**src/rtl/pixel_scheduler_pkg.sv**
```systemverilog
// Shared types for the pixel scheduler: FSM state encoding and the RGB888 color word.
package pixel_scheduler_pkg;

    typedef enum logic [1:0] {
        IDLE  = 2'd0,
        FRAME = 2'd1,
        RUN   = 2'd2,
        DRAIN = 2'd3
    } state_t;

    typedef logic [23:0] color_t;

endpackage

```
**src/rtl/pixel_scheduler_rr_arbiter.sv**
```systemverilog
// Round-robin arbiter: one-hot grant starting the search at ptr; after a grant the
// pointer moves to the slot just past the winner so every requester gets a turn.
module rr_arbiter #(
    parameter int N = 3
) (
    input  logic         clk_in,
    input  logic         rst_in,
    input  logic [N-1:0] req,
    output logic [N-1:0] grant
);

    localparam int PW = (N > 1) ? $clog2(N) : 1;

    logic [PW-1:0] ptr;
    logic [PW-1:0] next_ptr;

    // Walk offsets from farthest to nearest so the nearest requester wins last.
    always_comb begin
        grant    = '0;
        next_ptr = ptr;
        for (int k = N - 1; k >= 0; k--) begin
            for (int j = 0; j < N; j++) begin
                if (req[j] && (j == (int'(ptr) + k) % N)) begin
                    grant    = '0;
                    grant[j] = 1'b1;
                    next_ptr = PW'((j + 1) % N);
                end
            end
        end
    end

    always_ff @(posedge clk_in or posedge rst_in) begin
        if (rst_in) begin
            ptr <= '0;
        end else if (|req) begin
            ptr <= next_ptr;
        end
    end

endmodule

```
**src/rtl/pixel_scheduler.sv**
```systemverilog
// Dispatches frame pixels in raster order to a pool of raymarcher cores and funnels
// their results, one per cycle, into the frame-buffer write port.
module pixel_scheduler
    import pixel_scheduler_pkg::*;
#(
    parameter  int WIDTH     = 1280,
    parameter  int HEIGHT    = 720,
    parameter  int NUM_CORES = 3,
    localparam int XW        = $clog2(WIDTH),
    localparam int YW        = $clog2(HEIGHT),
    localparam int AW        = $clog2(WIDTH * HEIGHT)
) (
    input  logic                    clk_in,
    input  logic                    rst_in,
    input  logic                    enable_in,
    output logic [NUM_CORES-1:0]    core_start_out,
    output logic [XW-1:0]           core_x_out,
    output logic [YW-1:0]           core_y_out,
    input  logic [NUM_CORES-1:0]    core_done_in,
    input  logic [24*NUM_CORES-1:0] core_color_in,
    input  logic [XW*NUM_CORES-1:0] core_ox_in,
    input  logic [YW*NUM_CORES-1:0] core_oy_in,
    output logic                    fb_we_out,
    output logic [AW-1:0]           fb_addr_out,
    output logic [23:0]             fb_data_out,
    output logic                    frame_start_out,
    output logic                    frame_done_out,
    output logic [31:0]             timer_out,
    output logic [NUM_CORES-1:0]    busy_out,
    output state_t                  state_out
);

    localparam int TOTAL = WIDTH * HEIGHT;

    state_t               state;
    logic [XW-1:0]        ras_x;
    logic [YW-1:0]        ras_y;
    logic [NUM_CORES-1:0] busy;
    logic [NUM_CORES-1:0] slot_valid;
    color_t               slot_color [NUM_CORES];
    logic [XW-1:0]        slot_ox    [NUM_CORES];
    logic [YW-1:0]        slot_oy    [NUM_CORES];
    logic [NUM_CORES-1:0] grant;
    logic [NUM_CORES-1:0] eligible;
    logic [NUM_CORES-1:0] pick;
    logic [AW-1:0]        wr_cnt;
    color_t               gnt_color;
    logic [XW-1:0]        gnt_ox;
    logic [YW-1:0]        gnt_oy;
    logic [AW-1:0]        gnt_addr;
    logic                 committed;

    assign state_out = state;
    assign busy_out  = busy;

    // A core pulsed this cycle is not yet busy, so it is excluded explicitly.
    assign eligible  = ~busy & ~slot_valid & ~core_start_out;
    assign pick      = eligible & (~eligible + NUM_CORES'(1));
    assign committed = (busy == '0) && (slot_valid == '0) && (core_start_out == '0)
                       && !fb_we_out && (wr_cnt == '0);

    always_ff @(posedge clk_in or posedge rst_in) begin
        if (rst_in) begin
            state           <= IDLE;
            ras_x           <= '0;
            ras_y           <= '0;
            core_start_out  <= '0;
            core_x_out      <= '0;
            core_y_out      <= '0;
            frame_start_out <= 1'b0;
        end else begin
            core_start_out  <= '0;
            frame_start_out <= 1'b0;
            case (state)
                IDLE: begin
                    if (enable_in) begin
                        state           <= FRAME;
                        frame_start_out <= 1'b1;
                    end
                end
                FRAME: state <= RUN;
                RUN: begin
                    if (|pick) begin
                        core_start_out <= pick;
                        core_x_out     <= ras_x;
                        core_y_out     <= ras_y;
                        if (ras_x == XW'(WIDTH - 1)) begin
                            ras_x <= '0;
                            if (ras_y == YW'(HEIGHT - 1)) begin
                                ras_y <= '0;
                                state <= DRAIN;
                            end else begin
                                ras_y <= ras_y + YW'(1);
                            end
                        end else begin
                            ras_x <= ras_x + XW'(1);
                        end
                    end
                end
                DRAIN: begin
                    if (committed) begin
                        if (enable_in) begin
                            state           <= FRAME;
                            frame_start_out <= 1'b1;
                        end else begin
                            state <= IDLE;
                        end
                    end
                end
                default: state <= IDLE;
            endcase
        end
    end

    // A core only restarts once its slot drains, so capture never overwrites a valid slot.
    always_ff @(posedge clk_in or posedge rst_in) begin
        if (rst_in) begin
            busy       <= '0;
            slot_valid <= '0;
            for (int i = 0; i < NUM_CORES; i++) begin
                slot_color[i] <= '0;
                slot_ox[i]    <= '0;
                slot_oy[i]    <= '0;
            end
        end else begin
            for (int i = 0; i < NUM_CORES; i++) begin
                if (core_start_out[i]) begin
                    busy[i] <= 1'b1;
                end else if (busy[i] && core_done_in[i]) begin
                    busy[i] <= 1'b0;
                end
                if (busy[i] && core_done_in[i]) begin
                    slot_valid[i] <= 1'b1;
                    slot_color[i] <= core_color_in[24*i +: 24];
                    slot_ox[i]    <= core_ox_in[XW*i +: XW];
                    slot_oy[i]    <= core_oy_in[YW*i +: YW];
                end else if (grant[i]) begin
                    slot_valid[i] <= 1'b0;
                end
            end
        end
    end

    rr_arbiter #(.N(NUM_CORES)) u_arb (
        .clk_in (clk_in),
        .rst_in (rst_in),
        .req    (slot_valid),
        .grant  (grant)
    );

    always_comb begin
        gnt_color = '0;
        gnt_ox    = '0;
        gnt_oy    = '0;
        for (int i = 0; i < NUM_CORES; i++) begin
            if (grant[i]) begin
                gnt_color = slot_color[i];
                gnt_ox    = slot_ox[i];
                gnt_oy    = slot_oy[i];
            end
        end
    end

    assign gnt_addr = AW'(32'(gnt_ox) + 32'(WIDTH) * 32'(gnt_oy));

    always_ff @(posedge clk_in or posedge rst_in) begin
        if (rst_in) begin
            fb_we_out      <= 1'b0;
            fb_addr_out    <= '0;
            fb_data_out    <= '0;
            wr_cnt         <= '0;
            frame_done_out <= 1'b0;
            timer_out      <= '0;
        end else begin
            fb_we_out      <= |grant;
            fb_addr_out    <= gnt_addr;
            fb_data_out    <= gnt_color;
            frame_done_out <= 1'b0;
            if (fb_we_out) begin
                if (wr_cnt == AW'(TOTAL - 1)) begin
                    wr_cnt         <= '0;
                    frame_done_out <= 1'b1;
                    timer_out      <= timer_out + 32'd1;
                end else begin
                    wr_cnt <= wr_cnt + AW'(1);
                end
            end
        end
    end

endmodule

```
**config.mk**
```make
export PLATFORM = sky130hd
export DESIGN_NAME = pixel_scheduler
export DESIGN_NICKNAME = d
export VERILOG_FILES = /design/src/rtl/pixel_scheduler_pkg.sv /design/src/rtl/pixel_scheduler_rr_arbiter.sv /design/src/rtl/pixel_scheduler.sv
export SDC_FILE = /design/constraint.sdc
export NUM_CORES = 1
export LEC_CHECK = 0
export BUFFER_PORTS_ARGS = -buffer_cell sky130_fd_sc_hd__buf_2
export CAP_MARGIN = 5
export CORE_UTILIZATION = 58
export CTS_CLUSTER_DIAMETER = 50
export DETAILED_ROUTE_END_ITERATION = 12
export PLACE_DENSITY_LB_ADDON = 0.25
export SLEW_MARGIN = 20
export SYNTH_ARGS = -nofsm -noshare
export SYNTH_HDL_FRONTEND = slang
export SYNTH_HIERARCHICAL = 1
export SYNTH_SLANG_ARGS = --single-unit
```
**constraint.sdc**
```tcl
create_clock -name clk_in -period 18.97 [get_ports clk_in]
set_input_delay 2.8455 -clock clk_in [delete_from_list [all_inputs] [get_ports clk_in]]
set_output_delay 2.8455 -clock clk_in [all_outputs]
set_load 0.01 [all_outputs]
```
==> flow_summary.json <==
{
  "outcome": "complete, no violations",
  "critPathLaunchType": "flip-flop",
  "async_flop_share_pct": 100,
  "final_common_cell": "dfrtp_1",
  "yosysWarnings": 6,
  "antenna_found_initial": 11,
  "start_util_pct": 59.9,
  "fin_area_sq_um": 15500,
  "crit_fanout": 11,
  "synth_cell_types": 64,
  "cp_num_buf_inv": 1,
  "yosysSeqAreaShare_pct": 56.8,
  "finalHoldViolCount": 0,
  "synth_top_area_share_pct": 56.8,
  "period_minus_slack_ns": 5.12,
  "path_cells": "inv_1 > ha_1 > nor2b_1 > a2111o_1 > a21boi_2 > nand2_1 > nor2_1 > a21oi_1 > o21ai_0 > ha_1 > ha_1 > fa_1 > o2111ai_1 > nor4b_1 > nand3_1 > nor3_1 > xnor2_1",
  "grt_max_degree": 139,
  "synth_area_sq_um": 12700,
  "setup_tns_ns": 0,
  "root_buffer": "clkbuf_16",
  "worstPathArrival_ns": 5.50,
  "grt_use_total_pct": 26.3,
  "post-route-period-util_pct": 27.0,
  "gp_congestion": 0.876,
  "clock_path_buffers": 3,
  "route.detailed.drc": 0,
  "relSlewSlack_pct": 35.0,
  "cts_max_level": 2,
  "die_w_um": 150,
  "synth_area_leaders": "dfrtp_1 (57%), mux2_2 (12%), nand2_1 (5.4%)",
  "syn_avg_cell_area_sq_um": 11.5,
  "vias": 9191,
  "ys.flop_type": "dfrtp_1",
  "overflow": 0,
  "grt_pass1_wl_um": 46300,
  "synthToLayoutAreaGrowth_pct": 21.7,
  "cellLeakagePower_nw": 7.78,
  "top_level_ports": 249,
  "whs_ns": 0.466,
  "place_inst": 1601,
  "placed_area_sq_um": 14300,
  "drtPass1Iterations": 5,
  "cts_hold_buf": 0,
  "worstSetupPathType": "reg -> reg",
  "worst_slew_pin_slew_ns": 0.975,
  "mostFrequentLayoutCells": "dfrtp_1 (289), buf_2 (248), nand2_1 (182), mux2_2 (136), o21ai_0 (63)",
  "max_stage_delay_ns": 0.61,
  "core_sq_um": 21300,
  "cp_top_family": "simple AND/OR/NAND/NOR gates",
  "finClkSkew_ns": 0.0168,
  "path_clk_slew_ns": 0.05,
  "dpl.hpwl_um": 19000,
  "wire_per_inst_um": 17.1,
  "routed_wl_um": 28600,
  "cts_sinks": 289,
  "io_buffers": 248,
  "critical_path_required_ns": 19.34,
  "maxSlewViolCount": 0,
  "finalNonFillerCells": 1675,
  "rows": 53,
  "vias_per_cell": 5.49,
  "total_power_mw": 2.54,
  "rr_worst_depth": 17,
  "ctsResizeCount": 0,
  "min_path_cells": 2,
  "peakVddDrop_uv": 108,
  "worstHoldPathType": "reg -> reg",
  "layout.nets": 1534,
  "maxCapViolations": 0,
  "ys_seq_elements": 289,
  "rsz0062_at_grt": "false",
  "cellPowerDensity_nw_per_um2": 164,
  "crit_cells": 17,
  "startpoint": "u_arb/ptr[0]$_DFFE_PP0P_",
  "r2r_end": "fb_addr_out[19]$_DFF_PP0_",
  "grt_pass1_vias": 9365,
  "synth_edf_count": 0,
  "clk_latency_ns": 0.50,
  "cpMostUsedCell": "ha_1",
  "setup_viol_count_final": 0,
  "ant_nets": 0,
  "drive_gt1_share_pct": 34.2,
  "reg2reg_slack_ns": 13.85,
  "synth_fp_nets": 1281,
  "syn_inst": 1112,
  "cts_tree": "yes",
  "fp.dieH_um": 150,
  "post_cts_buffers": 0,
  "cts_inserted_buffers": 37,
  "cp_slowest_cell": "nor4b_1",
  "drtIter0Drc": 391,
  "fmax_ghz": 0.195,
  "synth_area_leader_cell": "dfrtp_1",
  "cp-end-kind": "flip-flop",
  "setup.worst_path.end": "fb_addr_out[19]$_DFF_PP0_",
  "dieArea_sq_um": 22600,
  "worstReg2RegStart": "u_arb/ptr[0]$_DFFE_PP0P_"
}
worst min-delay path, delay by kind of cell, from the launching register on:
| family | cells | cell delay, ns |
|---|---|---|
| DFF | 1 | 0.33 |
| and+or+nand+nor | 2 | 0.10 |
metrics by stage:
| step | worst slack [ns] | util, % |
|---|---|---|
| finish | 13.85 | 72.8 |
| global route | 13.47 | 72.8 |
| CTS | 13.93 | 72.7 |
| detailed placement | 13.96 | 67.0 |
| global placement | 14.13 | 67.0 |
| floorplan | 8.20 | - |
power by group:
part,switching (mW),internal [mW]
clock network,0.257,0.428
logic,0.494,0.414
registers,0.120,0.831
how the worst min path moves through the flow:
stage	startpoint	endpoint
final	core_y_out[6]$_DFFE_PP0P_	core_y_out[6]$_DFFE_PP0P_
after global routing	timer_out[31]$_DFFE_PP0P_	timer_out[31]$_DFFE_PP0P_
after CTS	core_y_out[1]$_DFFE_PP0P_	core_y_out[1]$_DFFE_PP0P_
after detailed placement	core_y_out[1]$_DFFE_PP0P_	core_y_out[1]$_DFFE_PP0P_
after global placement	core_y_out[5]$_DFFE_PP0P_	core_y_out[5]$_DFFE_PP0P_
after floorplan	slot_ox[0]$_DFFE_PP0P_	fb_addr_out[0]$_DFF_PP0_
metal layers:
layer	routed length (um)	global-route usage [%]	vias up
li1	-	-	4374
met1	11600	31.7	4496
met2	13900	43.9	261
met3	2410	9.06	54
met4	702	9.39	6
met5	32	0	-
registers in the layout (all words and copies together) (netlist names):
name and count:
ras_y 10, ras_x 11, slot_ox 33, frame_start_out 1, timer_out 32, slot_oy 30
wr_cnt 20, state_out 2, u_arb/ptr 2, core_y_out 10, core_start_out 3, slot_color 72
fb_addr_out 20, core_x_out 11, fb_we_out 1, fb_data_out 24, frame_done_out 1, slot_valid 3
busy_out 3
area by class of cell:
cell class                 instances  area (sq um)
fill                            1507          5780
multi-input combinational        748          5250
tap                              275           344
timing repair buffer             257          1310
antenna                           11          27.5
inverter                          32           128
clock buffer                      48          1040
sequential                       289          7230
clock inverter                    15           178
kinds of logic after synthesis:
group / after synthesis / share of synthesized area [%]
AOI/OAI and AO/OA: 152 / 7.45
xor gates and xnor gates: 75 / 5.16
adders and majority gates: 28 / 2.87
buffers and inverters: 75 / 2.30
DFF: 289 / 56.8
muxes: 138 / 12.2
and+or+nand+nor: 355 / 13.3
cell usage after synthesis (3+ instances only):
cell / n
or3_1: 5
o31a_1: 3
nor4b_1: 3
xnor2_1: 50
nand4_1: 18
and3_1: 11
a21oi_1: 27
buf_1: 6
nor2_1: 55
nand2_1: 185
a21o_1: 8
dfrtp_1: 289
mux2_2: 136
a22oi_1: 25
clkbuf_1: 35
o21ai_0: 63
and4_1: 4
nor4_1: 5
nand3_1: 23
inv_1: 32
nor2b_1: 7
xor2_1: 25
ha_1: 26
nor3_1: 17
Power figures use the tool's default switching activity.
